--- config.mk ---
export PLATFORM = sky130hd
export DESIGN_NAME = fir_sequencer
export DESIGN_NICKNAME = d
export VERILOG_FILES = /design/src/rtl/fir_sequencer.sv
export SDC_FILE = /design/constraint.sdc
export NUM_CORES = 1
export LEC_CHECK = 0
export BUFFER_PORTS_ARGS = -buffer_cell sky130_fd_sc_hd__buf_2
export CAP_MARGIN = 20
export CORE_ASPECT_RATIO = 0.7
export CORE_UTILIZATION = 55
export DETAILED_ROUTE_END_ITERATION = 6
export HOLD_SLACK_MARGIN = 0.02
export PLACE_DENSITY = 0.73
export SETUP_SLACK_MARGIN = 0.15
export SYNTH_ARGS = -nofsm -noshare
export SYNTH_HDL_FRONTEND = slang
export SYNTH_SLANG_ARGS = --single-unit
export TNS_END_PERCENT = 30
--- constraint.sdc ---
create_clock -name a_clk -period 8.4 [get_ports a_clk]
set_input_delay 0.42 -clock a_clk [delete_from_list [all_inputs] [get_ports a_clk]]
set_output_delay 0.42 -clock a_clk [all_outputs]
set_load 0.01 [all_outputs]
--- src/rtl/fir_sequencer.sv ---
// rtl/fir_sequencer.sv - FIR pass sequencer: tap/sample walk, MAC strobes, output writes
module fir_sequencer #(
  parameter int ADDR_W  = 13,
  parameter int TAP_W   = 6,
  parameter int RAM_LAT = 1,
  parameter int MAC_LAT = 1
) (
  input  logic              a_clk,
  input  logic              a_rst_n,
  input  logic              start,
  input  logic [ADDR_W-1:0] len,
  input  logic [TAP_W-1:0]  taps,
  output logic              busy,
  output logic              done,
  output logic              rd_en,
  output logic [ADDR_W-1:0] rd_addr,
  output logic [TAP_W-1:0]  coef_addr,
  output logic              zero_sel,
  output logic              mac_clr,
  output logic              mac_en,
  output logic              out_wr,
  output logic [ADDR_W-1:0] out_addr
);

  // Write pipe spans RAM read plus MAC latency; the MAC pipe only the RAM read.
  localparam int PIPE  = RAM_LAT + MAC_LAT;
  localparam int CMP_W = (ADDR_W > TAP_W) ? ADDR_W : TAP_W;

  typedef enum logic [1:0] {
    S_IDLE  = 2'd0,
    S_RUN   = 2'd1,
    S_DRAIN = 2'd2,
    S_DONE  = 2'd3
  } state_t;

  state_t            state_q, state_d;
  logic [ADDR_W-1:0] len_q, len_d;
  logic [TAP_W-1:0]  taps_q, taps_d;
  logic [ADDR_W-1:0] n_q, n_d;
  logic [TAP_W-1:0]  k_q, k_d;

  // MAC-side pipe: valid, first tap, zero operand; RAM_LAT stages deep.
  logic [RAM_LAT-1:0] mv_q, mf_q, mz_q;
  // Write-side pipe: last-tap valid and its sample index; PIPE stages deep.
  logic [PIPE-1:0]             wv_q;
  logic [PIPE-1:0][ADDR_W-1:0] wn_q;

  logic              issue_v;
  logic              n_ge_k;
  logic              last_tap;
  logic              last_n;
  logic              final_wr;
  logic [CMP_W-1:0]  n_ext, k_ext;

  assign issue_v  = (state_q == S_RUN);
  assign n_ext    = CMP_W'(n_q);
  assign k_ext    = CMP_W'(k_q);
  assign n_ge_k   = (n_ext >= k_ext);
  assign last_tap = (k_q == taps_q - TAP_W'(1));
  assign last_n   = (n_q == len_q - ADDR_W'(1));

  // Issue-stage outputs are driven straight from the walk counters.
  assign rd_en     = issue_v & n_ge_k;
  assign rd_addr   = (issue_v && n_ge_k) ? (n_q - ADDR_W'(k_q)) : '0;
  assign coef_addr = issue_v ? k_q : '0;

  // Delayed outputs come from the final stage of each pipe.
  assign mac_en   = mv_q[RAM_LAT-1];
  assign mac_clr  = mv_q[RAM_LAT-1] & mf_q[RAM_LAT-1];
  assign zero_sel = mv_q[RAM_LAT-1] & mz_q[RAM_LAT-1];
  assign out_wr   = wv_q[PIPE-1];
  assign out_addr = wv_q[PIPE-1] ? wn_q[PIPE-1] : '0;
  assign final_wr = wv_q[PIPE-1] && (wn_q[PIPE-1] == len_q - ADDR_W'(1));

  assign busy = (state_q != S_IDLE);
  assign done = (state_q == S_DONE);

  // State, latched pass configuration and tap/sample counters.
  always_ff @(posedge a_clk) begin
    if (!a_rst_n) begin
      state_q <= S_IDLE;
      len_q   <= '0;
      taps_q  <= '0;
      n_q     <= '0;
      k_q     <= '0;
    end else begin
      state_q <= state_d;
      len_q   <= len_d;
      taps_q  <= taps_d;
      n_q     <= n_d;
      k_q     <= k_d;
    end
  end

  // Next-state logic: accept start only in IDLE, walk taps, drain, pulse done.
  always_comb begin
    state_d = state_q;
    len_d   = len_q;
    taps_d  = taps_q;
    n_d     = n_q;
    k_d     = k_q;
    case (state_q)
      S_IDLE: begin
        if (start) begin
          len_d   = len;
          taps_d  = taps;
          n_d     = '0;
          k_d     = '0;
          state_d = ((len == '0) || (taps == '0)) ? S_DONE : S_RUN;
        end
      end
      S_RUN: begin
        if (last_tap) begin
          k_d = '0;
          if (last_n) begin
            state_d = S_DRAIN;
          end else begin
            n_d = n_q + ADDR_W'(1);
          end
        end else begin
          k_d = k_q + TAP_W'(1);
        end
      end
      S_DRAIN: begin
        if (final_wr) begin
          state_d = S_DONE;
        end
      end
      S_DONE: begin
        state_d = S_IDLE;
      end
      default: begin
        state_d = S_IDLE;
      end
    endcase
  end

  // MAC strobe pipe: aligns clear/enable/zero with data returning from RAM.
  always_ff @(posedge a_clk) begin
    if (!a_rst_n) begin
      mv_q <= '0;
      mf_q <= '0;
      mz_q <= '0;
    end else begin
      for (int i = RAM_LAT - 1; i > 0; i--) begin
        mv_q[i] <= mv_q[i-1];
        mf_q[i] <= mf_q[i-1];
        mz_q[i] <= mz_q[i-1];
      end
      mv_q[0] <= issue_v;
      mf_q[0] <= issue_v & (k_q == '0);
      mz_q[0] <= issue_v & ~n_ge_k;
    end
  end

  // Output-write pipe: carries the last tap of each sample through MAC latency.
  always_ff @(posedge a_clk) begin
    if (!a_rst_n) begin
      wv_q <= '0;
      wn_q <= '0;
    end else begin
      for (int i = PIPE - 1; i > 0; i--) begin
        wv_q[i] <= wv_q[i-1];
        wn_q[i] <= wn_q[i-1];
      end
      wv_q[0] <= issue_v & last_tap;
      wn_q[0] <= n_q;
    end
  end

endmodule

==> results.ini, run 1 <==
[global_routing]
grt_pass1_vias=3273
grt_pass1_wl_um=16500
grt_util_all_layers=0.270
grt_max_degree=54
gr-total-overflow=0
antenna_found_initial=0

[sta]
setup_violations=0
final_max_slew_viol_count=0
finalCritPeriodShare=0.416
tightest_slew_ns=0.742
max-slew-margin-rel=0.506
finalSetupTns_ns=0
fmax_ghz=0.286
min_period_ns=3.50
whs_ns=0.318
final_hold_viol_count=0
rsz0062_at_grt=no
fin_skew_ns=0.0110

[run_status]
status=completed

[power]
power.leakage_nw=1.93
p_per_area_mw_per_mm2=262
swShare=0.395
ir_drop_v=0.000110
power_switching_w=0.000483
p_comb_frac=0.416
internal_power_w=0.000740
clock_power_share=0.250
p_seq_frac=0.334

[floorplanning]
core_mm2=0.00729
start_util=0.570
fp-row-count=26
ioPinCount=61
die_area_mm2=0.00790
die_width_um=106
die_y_um=74.7

[final_layout]
final_area_mm2=0.00466
antenna-diode-count=0
drive_gt1_frac=0.154
num-nets-final=593
area_delta_synth_final_pct=12.2

[worst_setup_path]
path_class=reg -> reg
reg2reg_from=len_q[0]$_SDFFE_PN0P_
r2r_cells=10
cp_max_fo=11
crit_arrival_ns=3.77
critPathRequiredTime_ns=8.68
startpoint=len_q[0]$_SDFFE_PN0P_
start_kind=flip-flop
worst_setup_path_end_kind=flip-flop

[synth]
synth.avg_cell_area_um2=8.07
synth.top_cells.by_count=dfxtp_1, nand2_1, and2_1, xnor2_1, nor2_1
async_flop_share=0
yosys.area.top_type=dfxtp_1
yosys_warnings=0
synthTopCellsByArea=dfxtp_1, xnor2_1, and2_1, nand2_1, ha_1
synthCells=514
synth.net_count=553
synth.most_common_cell=dfxtp_1
synth-seq-cells=71
synth_top_cell_area_share=0.342
synth_seq_area_share=0.342
syn_area_mm2=0.00415
synth_flop_cell=dfxtp_1
synth.distinct_cells=52
synth_edf_count=0

[clocking]
clock_latency_ns=0.35
clock-root-buffer=clkbuf_8
postCtsSetupBuffers=0
ctsResizeCount=0
numCtsBuffers=9
htree_num_levels=3
cts_sinks=71
cts_hold_buf=0
cts_tree=yes
cts.clk_slew.worst_paths_ns=0.08
cts_buffer_depth=2

[detailed_routing]
vias_per_cell=5.51
highest_layer=met4
wl_per_cell_um=15.5
dr.pass1.iters=4
vias=3618
drt_iter0_drc=193
wl_um=10200
wl_met1_um=5070
drtAntennaViolNets=0
met2_length_um=4400
drcViolationCount=0
dr_wl_met3_um=644

[hold_path]
hold_path.startpoint=len[11]
hold_depth=3
hp-class=in -> reg

[run]
maxCapViolCount=0

[place]
place_area_mm2=0.00444
portBuffers=60
dp_hpwl_um=7470
gp_congestion=0.929

[stage by stage]
step | worst slack [ns] | utilization | total power [W] | cells
5_1_grt | 4.72 | 0.639 | 0.00131 | 657
2_1_floorplan | 5.26 | - | 0.000806 | 514
3_3_place_gp | 5.08 | 0.608 | 0.000913 | 640
4_1_cts | 4.95 | 0.639 | 0.00122 | 657
6_report | 4.90 | 0.639 | 0.00122 | 657
3_5_place_dp | 4.98 | 0.609 | 0.000916 | 641
[registers in the layout (all words and copies together) (netlist names)]
signal / cells
k_q: 6
len_q: 13
mac_en: 1
mf_q: 1
mz_q: 1
n_ext: 13
state_q: 2
taps_q: 6
wn_q: 26
wv_q: 2
[layout make-up]
| type | count | area (um^2) |
|---|---|---|
| timing repair buffer | 62 | 313 |
| tap | 98 | 123 |
| clock inverter | 7 | 96.3 |
| fill | 665 | 2630 |
| multi-input combinational | 384 | 2480 |
| sequential | 71 | 1420 |
| inverter | 26 | 97.6 |
| clock buffer | 9 | 124 |
[logic make-up (layout without fill, tap and decap cells)]
kind of cell               count (synthesis)  after routing  share of synthesized area
xor gates and xnor gates                  58             58                      0.126
and+or+nand+nor                          226            226                      0.282
adders and majority gates                 18             18                     0.0555
DFF                                       71             71                      0.342
AOI/OAI and AO/OA                         81             81                      0.133
buffers and inverters                     59            104                     0.0591
muxes                                      1              1                    0.00241
[power groups by stage]
stage	registers [W]	clock network [W]	logic, W
floorplan	0.000390	0	0.000416
global placement	0.000415	0	0.000499
detailed placement	0.000415	0	0.000501
CTS	0.000408	0.000310	0.000507
global route	0.000413	0.000324	0.000570
finish	0.000409	0.000305	0.000508
[layout by cell type, fill, tap and decap left out, types with 3 or more instances in the layout]
cell type	n
and4_1	3
a211oi_1	8
nand4_1	7
xor2_1	13
clkbuf_8	9
o21ai_0	19
a21boi_0	20
nor3_1	17
nand2_1	60
or4_1	3
o41ai_1	4
or2_2	3
inv_1	25
dfxtp_1	71
buf_2	61
and3_1	5
a21oi_1	13
and2_1	45
nand3_1	9
nor2b_1	4
ha_1	16
nor2_1	40
nor4_1	12
a21o_1	4
xnor2_1	44
or3_1	7
[critical path, stage by stage, from the launching register on]
cell       delay, ns
dfxtp_1         0.38
inv_1           0.08
ha_1            0.25
or3b_1          0.50
or3_1           0.42
a2111oi_2       0.39
nand4b_1        0.15
and4b_1         0.55
a21oi_2         0.12
or3b_4          0.40
a21oi_1         0.17
[per-layer routing]
metal | vias to the layer above | GRT usage
met5 | - | 0
met4 | 0 | 0.0602
met3 | 8 | 0.0745
met2 | 105 | 0.431
met1 | 1690 | 0.371
li1 | 1815 | -
[path summary, 6_finish.rpt]
path / end / slack (ns)
max: state_q[0]$_SDFFE_PN0P_ / 4.90
min reg2reg: wn_q[15]$_SDFF_PN0_ / 0.43
min: len_q[11]$_SDFFE_PN0P_ / 0.32
max reg2reg: state_q[0]$_SDFFE_PN0P_ / 4.90
No activity file was read; power rests on OpenSTA's default activity.
==> run 2, diff against run 1 <==
--- a/config.mk
+++ b/config.mk
@@ -8,7 +8,7 @@
 export BUFFER_PORTS_ARGS = -buffer_cell sky130_fd_sc_hd__buf_2
 export CAP_MARGIN = 20
 export CORE_ASPECT_RATIO = 0.7
-export CORE_UTILIZATION = 55
+export CORE_UTILIZATION = 52
 export DETAILED_ROUTE_END_ITERATION = 6
 export HOLD_SLACK_MARGIN = 0.02
 export PLACE_DENSITY = 0.73
==> constraint.sdc (replaced) <==
create_clock -name a_clk -period 3 [get_ports a_clk]
set_input_delay 0.15 -clock a_clk [delete_from_list [all_inputs] [get_ports a_clk]]
set_output_delay 0.15 -clock a_clk [all_outputs]
set_load 0.01 [all_outputs]
==> results.ini, run 2 (synthesized netlist as in run 1, its figures left out) <==
[power]
ir_drop_v=0.000459  ; was 0.000110 V
clock_power_share=0.266  ; was 0.250
swShare=0.378  ; was 0.395
power_switching_w=0.00152  ; was 0.000483 W
internal_power_w=0.00250  ; was 0.000740 W
p_per_area_mw_per_mm2=781  ; was 262 mW/mm^2
p_seq_frac=0.281  ; was 0.334
power.leakage_nw=2.17  ; was 1.93 nW
p_comb_frac=0.453  ; was 0.416

[sta]
tightest_slew_ns=0.767  ; was 0.742 ns
fin_skew_ns=0.00642  ; was 0.0110 ns
whs_ns=0.0769  ; was 0.318 ns
setup_violations=0  ; unchanged
fmax_ghz=0.353
min_period_ns=2.83
max-slew-margin-rel=0.489  ; was 0.506
rsz0062_at_grt=yes  ; was no
finalCritPeriodShare=0.943
final_hold_viol_count=0  ; unchanged
final_max_slew_viol_count=0  ; unchanged
finalSetupTns_ns=0  ; unchanged

[detailed_routing]
drcViolationCount=0  ; unchanged
wl_um=11100  ; was 10200 um
drtAntennaViolNets=0  ; unchanged
vias_per_cell=5.57  ; was 5.51
drt_iter0_drc=244  ; was 193
vias=3843  ; was 3618
dr.pass1.iters=5  ; was 4
wl_per_cell_um=16.1  ; was 15.5 um

[clocking]
clock_latency_ns=0.34  ; was 0.35 ns
htree_num_levels=3  ; unchanged
clock-root-buffer=clkbuf_16  ; was clkbuf_8
numCtsBuffers=9  ; unchanged
cts_sinks=71  ; unchanged
cts_buffer_depth=2  ; unchanged
cts_tree=yes  ; unchanged
cts.clk_slew.worst_paths_ns=0.06  ; was 0.08 ns
cts_hold_buf=0  ; unchanged

[final_layout]
drive_gt1_frac=0.252  ; was 0.154
largest_register_ffs=26  ; unchanged
multi_input_area_mm2=0.00263  ; was 0.00248 mm^2
num-nets-final=626  ; was 593
antenna-diode-count=0  ; unchanged
fillCellCount=620  ; was 665
area_delta_synth_final_pct=24.2  ; was 12.2%
seq_area_mm2=0.00143  ; was 0.00142 mm^2
layout_commonest_cell=dfxtp_1  ; unchanged
final_cell_mix=dfxtp_1, nand2_1, buf_2  ; was dfxtp_1, buf_2, nand2_1
top_register=wn_q  ; unchanged

[worst_setup_path]
reg2reg_from=len_q[6]$_SDFFE_PN0P_  ; was len_q[0]$_SDFFE_PN0P_
cp_max_fo=6  ; was 11
reg2reg_setup_slack_ns=0.17  ; was 4.90 ns
crit_arrival_ns=2.68  ; was 3.77 ns
r2r_cells=8  ; was 10
critPathRequiredTime_ns=2.85  ; was 8.68 ns
path_class=reg -> out  ; was reg -> reg
worst_setup_path_end_kind=output port  ; was flip-flop
start_kind=flip-flop  ; unchanged
worstReg2RegEnd=state_q[1]$_SDFFE_PN0P_  ; was state_q[0]$_SDFFE_PN0P_

[place]
dp_hpwl_um=7910  ; was 7470 um
portBuffers=60  ; unchanged
gp_congestion=0.967  ; was 0.929

[floorplanning]
die_area_mm2=0.00835  ; was 0.00790 mm^2
die_y_um=76.7  ; was 74.7 um
start_util=0.552  ; was 0.570
core_mm2=0.00751  ; was 0.00729 mm^2
die_width_um=109  ; was 106 um
ioPinCount=61  ; unchanged
fp-row-count=26  ; unchanged

[hold_path]
holdPathEnd=len_q[11]$_SDFFE_PN0P_  ; unchanged
hold_path.startpoint=len[11]  ; unchanged
hp-class=in -> reg  ; unchanged
hold_depth=3  ; unchanged

[global_routing]
grt_pass1_vias=3681  ; was 3273
grt_util_all_layers=0.282  ; was 0.270
gr-total-overflow=0  ; unchanged
grt_pass1_wl_um=18100  ; was 16500 um
grt_max_degree=54  ; unchanged
antenna_found_initial=0  ; unchanged

[run]
maxCapViolCount=0  ; unchanged

[run_status]
status=completed  ; unchanged

## run 2: cell count changes in the layout (fill, tap and decap cells not counted), sizes merged
cell | previous run | this run
clkbuf | 9 | 11
bufinv | 2 | 1
buf | 62 | 94
inv | 26 | 25
clkdlybuf4s15 | 0 | 1
## run 2: critical path, cell delays in order (launching register included)
cell,delay (ns)
dfxtp_2,0.37
inv_2,0.08
ha_1,0.31
nor2b_1,0.16
o21ai_2,0.08
a21oi_2,0.19
o21ai_2,0.13
a21boi_4,0.28
o31ai_4,0.10
clkdlybuf4s15_2,0.25
nor3_1,0.21
buf_2,0.17
## run 2: per-stage QoR
stage	util	area (um^2)	power (W)	instances	worst slack (ns)
global route	0.686	5150	0.00428	690	0.0605
finish	0.686	5150	0.00403	690	0.170
CTS	0.660	4960	0.00381	683	0.0885
global placement	0.616	4630	0.00267	664	0.123
floorplan	-	4190	0.00228	514	0.0612
detailed placement	0.616	4630	0.00269	664	0.132
## run 2: routing by layer
layer  routed length [um]  vias to the layer above  global-route usage  share of wire
li1                     -                     1886                   -              -
met1                 5330                     1787               0.387           0.48
met2                 4910                      153               0.437           0.44
met3                  724                       17              0.0595          0.065
met4                  162                        0              0.0919          0.015
met5                    0                        -                   0              0
## run 2: repair_timing
action / in CTS / in global routing
pin swaps: 0 / 5
setup buffers: 3 / 6
cloned: 0 / 1
setup endpoints to repair: 19 / 28
resized for setup: 4 / 35
## run 2: power by group through the flow
stage                     clock network (W)  registers, W  logic [W]
final                               0.00107       0.00113    0.00182
after global routing                0.00113       0.00114    0.00201
after CTS                           0.00109       0.00112    0.00160
after detailed placement                  0       0.00114    0.00155
after global placement                    0       0.00113    0.00153
after floorplan                           0       0.00109    0.00119
## run 2: area by class of cell
cell class,instances,area share
clock inverters,5,0.0112
clock buffers,11,0.0471
multi-input cells,384,0.510
inverters,26,0.0194
flip-flops and latches,71,0.277
repair buffers,95,0.111
well taps,98,0.0238
## run 2: worst max path at each step
stage	from	end	slack (ns)	cells past startpoint
2_1_floorplan	len_q[0]$_SDFFE_PN0P_	state_q[1]$_SDFFE_PN0P_	0.06	13
6_report	k_q[1]$_SDFFE_PN0P_	rd_addr[5]	0.17	11
3_3_place_gp	len_q[1]$_SDFFE_PN0P_	state_q[1]$_SDFFE_PN0P_	0.12	11
4_1_cts	len_q[1]$_SDFFE_PN0P_	state_q[1]$_SDFFE_PN0P_	0.09	11
3_5_place_dp	len_q[1]$_SDFFE_PN0P_	n_ext[0]$_SDFFE_PN0P_	0.13	11
5_1_grt	len_q[1]$_SDFFE_PN0P_	n_ext[10]$_SDFFE_PN0P_	0.06	11
==> run 3, diff against run 2 <==
--- a/config.mk
+++ b/config.mk
@@ -12,6 +12,7 @@
 export DETAILED_ROUTE_END_ITERATION = 6
 export HOLD_SLACK_MARGIN = 0.02
 export PLACE_DENSITY = 0.73
+export RECOVER_POWER = 25
 export SETUP_SLACK_MARGIN = 0.15
 export SYNTH_ARGS = -nofsm -noshare
 export SYNTH_HDL_FRONTEND = slang
==> results.ini, run 3 (synthesized netlist as in run 1, its figures left out) <==
[run_status]
status=finished with violations  ; was completed
violations=max-capacitance violations, max-slew violations

[sta]
fin_skew_ns=0.00633  ; was 0.00642 ns
final_max_slew_viol_count=54  ; was 0
final_hold_viol_count=0  ; unchanged
tightest_slew_ns=1.87  ; was 0.767 ns
finalCritPeriodShare=0.945  ; was 0.943
rsz0062_at_grt=yes  ; unchanged
finalSetupTns_ns=0  ; unchanged
fmax_ghz=0.353  ; about the same
max-slew-margin-rel=-0.246  ; was 0.489
whs_ns=0.0794  ; was 0.0769 ns
setup_violations=0  ; unchanged
min_period_ns=2.83  ; about the same

[worst_setup_path]
worstReg2RegEnd=state_q[1]$_SDFFE_PN0P_  ; unchanged
cpPeakStageDelay_ns=0.59  ; was 0.37 ns
critPathRequiredTime_ns=3.21  ; was 2.85 ns
startpoint=len_q[6]$_SDFFE_PN0P_  ; was k_q[1]$_SDFFE_PN0P_
worst-path-buf-inv=0  ; was 3
start_kind=flip-flop  ; unchanged
cpMaxStageDelayCell=or4_4  ; was dfxtp_2
path_depth=8  ; was 11
worst_setup_path_end_kind=flip-flop  ; was output port
worst_path_dominant_cell_family=simple AND/OR/NAND/NOR gates  ; was compound AO/OA/AOI/OAI gates
crit_end=state_q[1]$_SDFFE_PN0P_  ; was rd_addr[5]
crit_arrival_ns=3.04  ; was 2.68 ns
cp_max_fo=7  ; was 6
reg2reg_from=len_q[6]$_SDFFE_PN0P_  ; unchanged
worstPathCellList=or4_4, or3_4, a2111oi_4, nand4b_1, and4b_2, a21oi_4, or3b_4, mux2i_1  ; was inv_2, ha_1, nor2b_1, o21ai_2, a21oi_2, o21ai_2, a21boi_4, o31ai_4, clkdlybuf4s15_2, nor3_1, buf_2
path_class=reg -> reg  ; was reg -> out
reg2reg_setup_slack_ns=0.17  ; about the same
r2r_cells=8  ; unchanged

[final_layout]
num-nets-final=626  ; unchanged
drive_gt1_frac=0.250  ; was 0.252
final_cell_mix=dfxtp_1, nand2_1, buf_2  ; unchanged
final_area_mm2=0.00515  ; about the same
antenna-diode-count=0  ; unchanged
largest_register_ffs=26  ; unchanged
area_delta_synth_final_pct=24.2  ; about the same
instances_no_fill=690  ; unchanged
layout_commonest_cell=dfxtp_1  ; unchanged
fillCellCount=621  ; was 620
top_register=wn_q  ; unchanged

[power]
p_total_w=0.00403  ; about the same
power.leakage_nw=2.16  ; was 2.17 nW
ir_drop_v=0.000460  ; was 0.000459 V
p_per_area_mw_per_mm2=782  ; was 781 mW/mm^2

[clocking]
clock_latency_ns=0.34  ; about the same
cts_buffer_depth=2  ; unchanged
numCtsBuffers=9  ; unchanged
cts_sinks=71  ; unchanged
htree_num_levels=3  ; unchanged
clock-root-buffer=clkbuf_16  ; unchanged
cts_tree=yes  ; unchanged
cts.clk_slew.worst_paths_ns=0.06  ; about the same

[detailed_routing]
dr.pass1.iters=5  ; unchanged
vias=3829  ; was 3843
vias_per_cell=5.55  ; was 5.57
wl_um=11200  ; was 11100 um
drtAntennaViolNets=0  ; unchanged
wl_per_cell_um=16.2  ; was 16.1 um
drcViolationCount=0  ; unchanged
drt_iter0_drc=238  ; was 244

[global_routing]
grt_max_degree=54  ; unchanged
antenna_found_initial=0  ; unchanged
gr-total-overflow=0  ; unchanged
grt_pass1_vias=3681  ; unchanged
grt_util_all_layers=0.282  ; unchanged
grt_pass1_wl_um=18100  ; unchanged

[place]
place_inst=664  ; unchanged
place_area_mm2=0.00463  ; unchanged
dp_hpwl_um=7910  ; unchanged
gp_congestion=0.967  ; unchanged
portBuffers=60  ; unchanged

[floorplanning]
core_mm2=0.00751  ; unchanged
die_y_um=76.7  ; unchanged
ioPinCount=61  ; unchanged
fp-row-count=26  ; unchanged
start_util=0.552  ; unchanged
die_width_um=109  ; unchanged
die_area_mm2=0.00835  ; unchanged

[run]
maxCapViolCount=1  ; was 0

[hold_path]
hp-class=in -> reg  ; unchanged

[run 3: worst register-to-register path, stage by stage, from the launching register on]
cell	delay, ns
dfxtp_1	0.31
or4_4	0.59
or3_4	0.42
a2111oi_4	0.28
nand4b_1	0.13
and4b_2	0.38
a21oi_4	0.08
or3b_4	0.38
mux2i_1	0.13
[run 3: how the worst min path moves through the flow]
stage / depth (start not counted) / to / start / slack, ns
final: 3 / len_q[11]$_SDFFE_PN0P_ / len[11] / 0.08
after global routing: 3 / len_q[3]$_SDFFE_PN0P_ / len[3] / 0.09
after CTS: 3 / taps_q[1]$_SDFFE_PN0P_ / taps[1] / 0.07
after detailed placement: 1 / wn_q[22]$_SDFF_PN0_ / wn_q[9]$_SDFF_PN0_ / 0.42
after global placement: 3 / taps_q[3]$_SDFFE_PN0P_ / taps[3] / 0.41
after floorplan: 2 / len_q[8]$_SDFFE_PN0P_ / len[8] / 0.29
[run 3: final cells by class]
type | count | area [um^2] | share of cell area
clock buffer | 11 | 243 | 0.0471
multi-input combinational | 384 | 2630 | 0.511
tap | 98 | 123 | 0.0238
timing repair buffer | 95 | 569 | 0.110
sequential | 71 | 1430 | 0.277
clock inverter | 5 | 57.6 | 0.0112
inverter | 26 | 100 | 0.0194
[run 3: power breakdown]
part | internal (W) | switching [W]
registers | 0.00102 | 0.000106
logic | 0.000814 | 0.00101
clock network | 0.000666 | 0.000407
total | 0.00250 | 0.00152
[run 3: repair_timing]
item / CTS / global route
gates resized for setup: 4 / 35
pin swaps: 0 / 5
endpoints found under the setup margin: 19 / 28
buffers inserted: 3 / 6
gates cloned: 0 / 1
hold buffers: 0 / 0
[run 3: per-layer routing]
metal	up-vias	GRT usage	part of all wire
li1	1879	-	-
met1	1776	0.387	0.48
met2	157	0.437	0.44
met3	17	0.0595	0.068
met4	0	0.0919	0.015
met5	-	0	0
[run 3: per-stage QoR]
step	setup WS [ns]	utilization
finish	0.166	0.686
global route	0.0605	0.686
CTS	0.0885	0.660
detailed placement	0.132	0.616
global placement	0.123	0.616
floorplan	0.0612	-
